[config.mk]
export PLATFORM = sky130hd
export DESIGN_NAME = mult_share_arbiter
export DESIGN_NICKNAME = d
export VERILOG_FILES = /design/src/rtl/mult_share_arbiter.sv
export SDC_FILE = /design/constraint.sdc
export NUM_CORES = 1
export LEC_CHECK = 0
export BUFFER_PORTS_ARGS = -buffer_cell sky130_fd_sc_hd__buf_2
export CAP_MARGIN = 30
export CELL_PAD_IN_SITES_DETAIL_PLACEMENT = 1
export CELL_PAD_IN_SITES_GLOBAL_PLACEMENT = 1
export CORE_MARGIN = 4
export CORE_UTILIZATION = 41
export CTS_CLUSTER_DIAMETER = 150
export CTS_CLUSTER_SIZE = 24
export DETAILED_ROUTE_END_ITERATION = 10
export PLACE_DENSITY = 0.84
export SETUP_SLACK_MARGIN = 0.1
export SYNTH_ARGS = -nofsm -noshare
export SYNTH_HDL_FRONTEND = slang
export SYNTH_SLANG_ARGS = --single-unit
[constraint.sdc]
create_clock -name clk -period 5.7 [get_ports clk]
set_input_delay 0.855 -clock clk [delete_from_list [all_inputs] [get_ports clk]]
set_output_delay 0.855 -clock clk [all_outputs]
set_load 0.1 [all_outputs]
[src/rtl/mult_share_arbiter.sv]
// Round-robin arbiter that shares one shift-add multiplier (WIDTH x WIDTH) among NREQ requesters.
// Optional macro MULT_EARLY_DONE_EN: finish as soon as the remaining multiplier bits are all zero.
module mult_share_arbiter #(
    parameter int NREQ  = 4,
    parameter int WIDTH = 8,
    parameter int IDW   = 2
) (
    input  logic                    clk,
    input  logic                    rst_n,
    input  logic [NREQ-1:0]         req_valid,
    output logic [NREQ-1:0]         req_ready,
    input  logic [NREQ*WIDTH-1:0]   req_mcd,
    input  logic [NREQ*WIDTH-1:0]   req_mlt,
    output logic                    res_valid,
    input  logic                    res_ready,
    output logic [2*WIDTH-1:0]      res_prod,
    output logic [IDW-1:0]          res_id,
    output logic                    busy
);

    localparam int CW = $clog2(WIDTH + 1);

    typedef enum logic [1:0] {IDLE, RUN, DONE} state_e;

    state_e             state_q, state_d;
    logic [IDW-1:0]     rr_ptr_q, rr_ptr_d;
    logic [IDW-1:0]     id_q, id_d;
    logic [IDW-1:0]     res_id_q, res_id_d;
    logic [CW-1:0]      count_q, count_d;
    logic [2*WIDTH:0]   acc_q, acc_d;
    logic [WIDTH-1:0]   mcd_q, mcd_d;
    logic [2*WIDTH-1:0] res_prod_q, res_prod_d;

    logic               found;
    logic [IDW-1:0]     win;
    logic [IDW-1:0]     idx;
    logic [WIDTH:0]     add_v;
    logic [2*WIDTH:0]   step;
    logic [2*WIDTH:0]   fin;
    logic               last;

    // Round-robin search starting at rr_ptr; first valid requester wins.
    always_comb begin
        // NOTE: every always_comb output gets a default first so no path infers a latch.
        found = 1'b0;
        win   = '0;
        idx   = '0;
        for (int i = 0; i < NREQ; i++) begin
            idx = IDW'((int'(rr_ptr_q) + i) % NREQ);
            if (!found && req_valid[idx]) begin
                found = 1'b1;
                win   = idx;
            end
        end
    end

    // acc[2W] is always zero at the start of a step, so the W+1-bit add cannot overflow.
    always_comb begin
        add_v = acc_q[2*WIDTH:WIDTH];
        if (acc_q[0])
            add_v = acc_q[2*WIDTH:WIDTH] + {1'b0, mcd_q};
        step = {add_v, acc_q[WIDTH-1:0]} >> 1;
    end

`ifdef MULT_EARLY_DONE_EN
    logic [WIDTH-1:0] rem_mask;
    always_comb begin
        rem_mask = {WIDTH{1'b1}} >> (int'(count_q) + 1);
        last     = ((step[WIDTH-1:0] & rem_mask) == '0);
        fin      = step >> (WIDTH - 1 - int'(count_q));
    end
`else
    always_comb begin
        last = (count_q == CW'(WIDTH - 1));
        fin  = step;
    end
`endif

    always_comb begin
        state_d    = state_q;
        rr_ptr_d   = rr_ptr_q;
        id_d       = id_q;
        count_d    = count_q;
        acc_d      = acc_q;
        mcd_d      = mcd_q;
        res_prod_d = res_prod_q;
        res_id_d   = res_id_q;
        req_ready  = '0;
        case (state_q)
            IDLE: begin
                if (found && rst_n) begin
                    req_ready[win] = 1'b1;
                    acc_d          = {{(WIDTH+1){1'b0}}, req_mlt[int'(win)*WIDTH +: WIDTH]};
                    mcd_d          = req_mcd[int'(win)*WIDTH +: WIDTH];
                    id_d           = win;
                    rr_ptr_d       = IDW'((int'(win) + 1) % NREQ);
                    count_d        = '0;
                    state_d        = RUN;
                end
            end
            RUN: begin
                acc_d   = step;
                count_d = count_q + 1'b1;
                if (last) begin
                    acc_d      = fin;
                    res_prod_d = fin[2*WIDTH-1:0];
                    res_id_d   = id_q;
                    state_d    = DONE;
                end
            end
            DONE: begin
                if (res_ready)
                    state_d = IDLE;
            end
            default: state_d = IDLE;
        endcase
    end

    always_ff @(posedge clk or negedge rst_n) begin
        if (!rst_n) begin
            state_q    <= IDLE;
            rr_ptr_q   <= '0;
            id_q       <= '0;
            count_q    <= '0;
            acc_q      <= '0;
            mcd_q      <= '0;
            res_prod_q <= '0;
            res_id_q   <= '0;
        end else begin
            // NOTE: state registers use non-blocking assignments so all flops update together.
            state_q    <= state_d;
            rr_ptr_q   <= rr_ptr_d;
            id_q       <= id_d;
            count_q    <= count_d;
            acc_q      <= acc_d;
            mcd_q      <= mcd_d;
            res_prod_q <= res_prod_d;
            res_id_q   <= res_id_d;
        end
    end

    assign res_valid = (state_q == DONE);
    assign busy      = (state_q != IDLE);
    assign res_prod  = res_prod_q;
    assign res_id    = res_id_q;

endmodule

==> results.toml <==
[clock_tree]
cts_tree = "yes"
cts_made_buffers = 5
post_cts.resized_instances = 0
cts-root-buf = "clkbuf_8"
clock_insertion_delay_worst_skew_ps = 310
hold_fix_buffers_at_cts = 0
clk_transition_reported_paths_ps = 100
clk_path_buf_depth = 2
post-cts-setup-buffer-count = 0
htreeDepth = 2
tritoncts_num_sinks = 52

[die]
rows = 31
starting_density_pct = 42.09
core_um2 = 7214
dieWidth_um = 94.06
die_area_um2 = 8847
number_of_top_level_pins = 95
die_h_um = 94.06

[routing]
via_count = 2809
final_antenna_net_count = 0
drt-pass1-iter-count = 4
drcViolationCount = 0
wl_per_cell_um = 17.07
vias_per_cell = 5.412
wl_um = 8861
drt-initial-drc-count = 139

[cells_and_area]
drive_above_1_share_pct = 26.19
area_growth_pct = 21.51
final_core_util_pct = 51.14
layout_commonest_cell = "buf_2"
final_nets = 500
number_of_antenna_repair_diodes = 0
fin_area_um2 = 3690
most-common-layout-cells = "94 x buf_2, 61 x nand2_1, 52 x dfrtp_1, 36 x mux2i_1, 21 x nor2_1"

[power_and_ir_drop]
p_seq_share_pct = 27.8
ir_drop_v = 0.0002544
power_switching_mw = 1.367
power_density_nw_per_um2 = 682.9
p_leak_nw = 1.876
design_internal_power_mw = 1.153
clock_power_share_pct = 10.9
p_comb_share_pct = 61.4
netSwitchingFraction_pct = 54.26

[sta]
min_period_over_period_pct = 64.42
slew_headroom_pct = 34.74
timing.clock.skew_ps = 10.06
final.setup.worst_slack_ps = 2028
timing.fmax_ghz = 0.2723
slew_violations = 0
grt_setup_unrepaired = "false"
hold_slack_ps = 471.6
setup_tns_ps = 0
worstMarginPinSlew_ps = 978.9
setup_viol = 0
finalHoldViolations = 0
min_period_ps = 3672

[placement]
dpl-instance-area_um2 = 3568
hpwl_um = 6518
placement.io_buffers = 94
gp_congestion = 0.8011
place_worst_setup_slack_ps = 2034

[global_route]
track_usage_pct = 21.15
grt_pass1_wl_um = 14700
grt_antenna_before_repair = 0
groute.layer.met1.usage_pct = 26.95
grt.met3_usage_pct = 3.446
grt_start_max_net_pins = 54
overflow = 0
globalRoute.busiestLayer = "met2"
first_global_vias = 2950
use_met2_pct = 37.55

[run_status]
result_of_the_run = "completed"

[yosys]
yosys_warnings = 0
post_synth_inst_count = 332
synth-main-ff-cell = "dfrtp_1"
seq_area_frac_synth_pct = 42.85
syn_area_per_cell_um2 = 9.147
synth.distinct_cells = 42
synthesis.nets = 413
syn_area_um2 = 3037
number_of_synthesized_flops_with_an_enable_pin = 0
ys_ff_latch = 52
async_set_or_reset_flop_fraction_in_the_synthesized_netlist_pct = 100.0

[worst_setup_path]
worstSetupPathType = "in -> out"
timing.critical_path.to_type = "output port"
required_ps = 4850
critical_path_arrival_ps = 2820
setup.worst_path.start_class = "input pin"
critical_path_peak_fanout = 22

[job]
maxCapViolations = 0

[min_path]
hold_path.class = "reg -> reg"
## state kept, by name, summed over array words and instances (netlist names)
name and cells:
acc_q 16, count_q 4, id_q 2, mcd_q 8, res_id 2, res_prod 16, rr_ptr_q 2, state_q 2
## synth_stat cells (2+ instances only)
cell      instances  area (um2)
dfrtp_1          52        1301
nand2_1          61       229.0
o22ai_1           8       50.05
a21o_1            4       30.03
inv_1            11       41.29
nor2_1           21       78.83
ha_1              9       112.6
xnor2_1           2       17.52
o221ai_1          9       78.83
a31oi_1           4       25.02
nand2b_1          5       31.28
nor3_1            3       15.01
buf_2             3       15.01
clkbuf_1          9       33.78
mux2i_1          36       360.4
buf_4             6       45.04
a211oi_1          3       22.52
nor2b_1           5       31.28
o21bai_1          9       67.56
nand3_1          13       65.06
o21ai_0          20       100.1
a21oi_1          19       95.09
## worst paths after layout
| check | from | end | slack, ps | depth (start not counted) |
|---|---|---|---|---|
| max in group asynchronous | rst_n | acc_q[2] | 4450 | 2 |
| worst max-delay path | req_valid[2] | req_ready[1] | 2030 | 7 |
| worst min-delay path | res_prod[15] | res_prod[15] | 470 | 2 |
| min in group asynchronous | rst_n | acc_q[14] | 790 | 2 |
| worst min register to register | res_prod[15] | res_prod[15] | 470 | 2 |
| worst max register to register | state_q[1] | res_prod[13] | 3390 | 5 |
## power groups by stage
stage	Combinational, mW	Clock [mW]	Sequential (mW)
after floorplan	0.831	0	1.08
after CTS	1.55	0.279	0.697
after global placement	1.47	0	0.688
final	1.55	0.274	0.700
after detailed placement	1.52	0	0.701
after global routing	1.68	0.293	0.722
## critical path, cell delays in order
cell and delay, ps:
buf_2 130, inv_1 80, o22ai_1 90, a211o_2 570, nand2b_1 440, nor2_1 190
buf_2 450
## stage by stage
step           power (mW)  instances
4_1_cts             2.527        519
3_5_place_dp        2.226        511
3_3_place_gp        2.162        511
6_report            2.520        519
2_1_floorplan       1.908        332
5_1_grt             2.699        519
## layer usage
metal | part of all wire [%] | routed length [um]
met1 | 42 | 3718
met2 | 52 | 4628
met3 | 4.7 | 417
met4 | 1.1 | 97
met5 | 0 | 0
## layout make-up
type	count	area, um2
timing repair buffer	99	508.0
fill	893	3525
clock inverter	2	38.79
sequential	52	1301
multi-input combinational	250	1594
tap	99	123.9
clock buffer	6	82.58
inverter	11	41.29
## cell families after synthesis
logic type / count (synthesis) / share of synthesized area (%)
adder cells (fa/ha/maj): 10 / 4.368
multiplexers: 36 / 11.87
buffers and inverters: 30 / 4.820
XOR/XNOR: 3 / 0.8654
AO/OA/AOI/OAI: 88 / 19.32
flip-flops: 52 / 42.85
AND/OR/NAND/NOR: 113 / 15.90
Power figures use the tool's default switching activity.
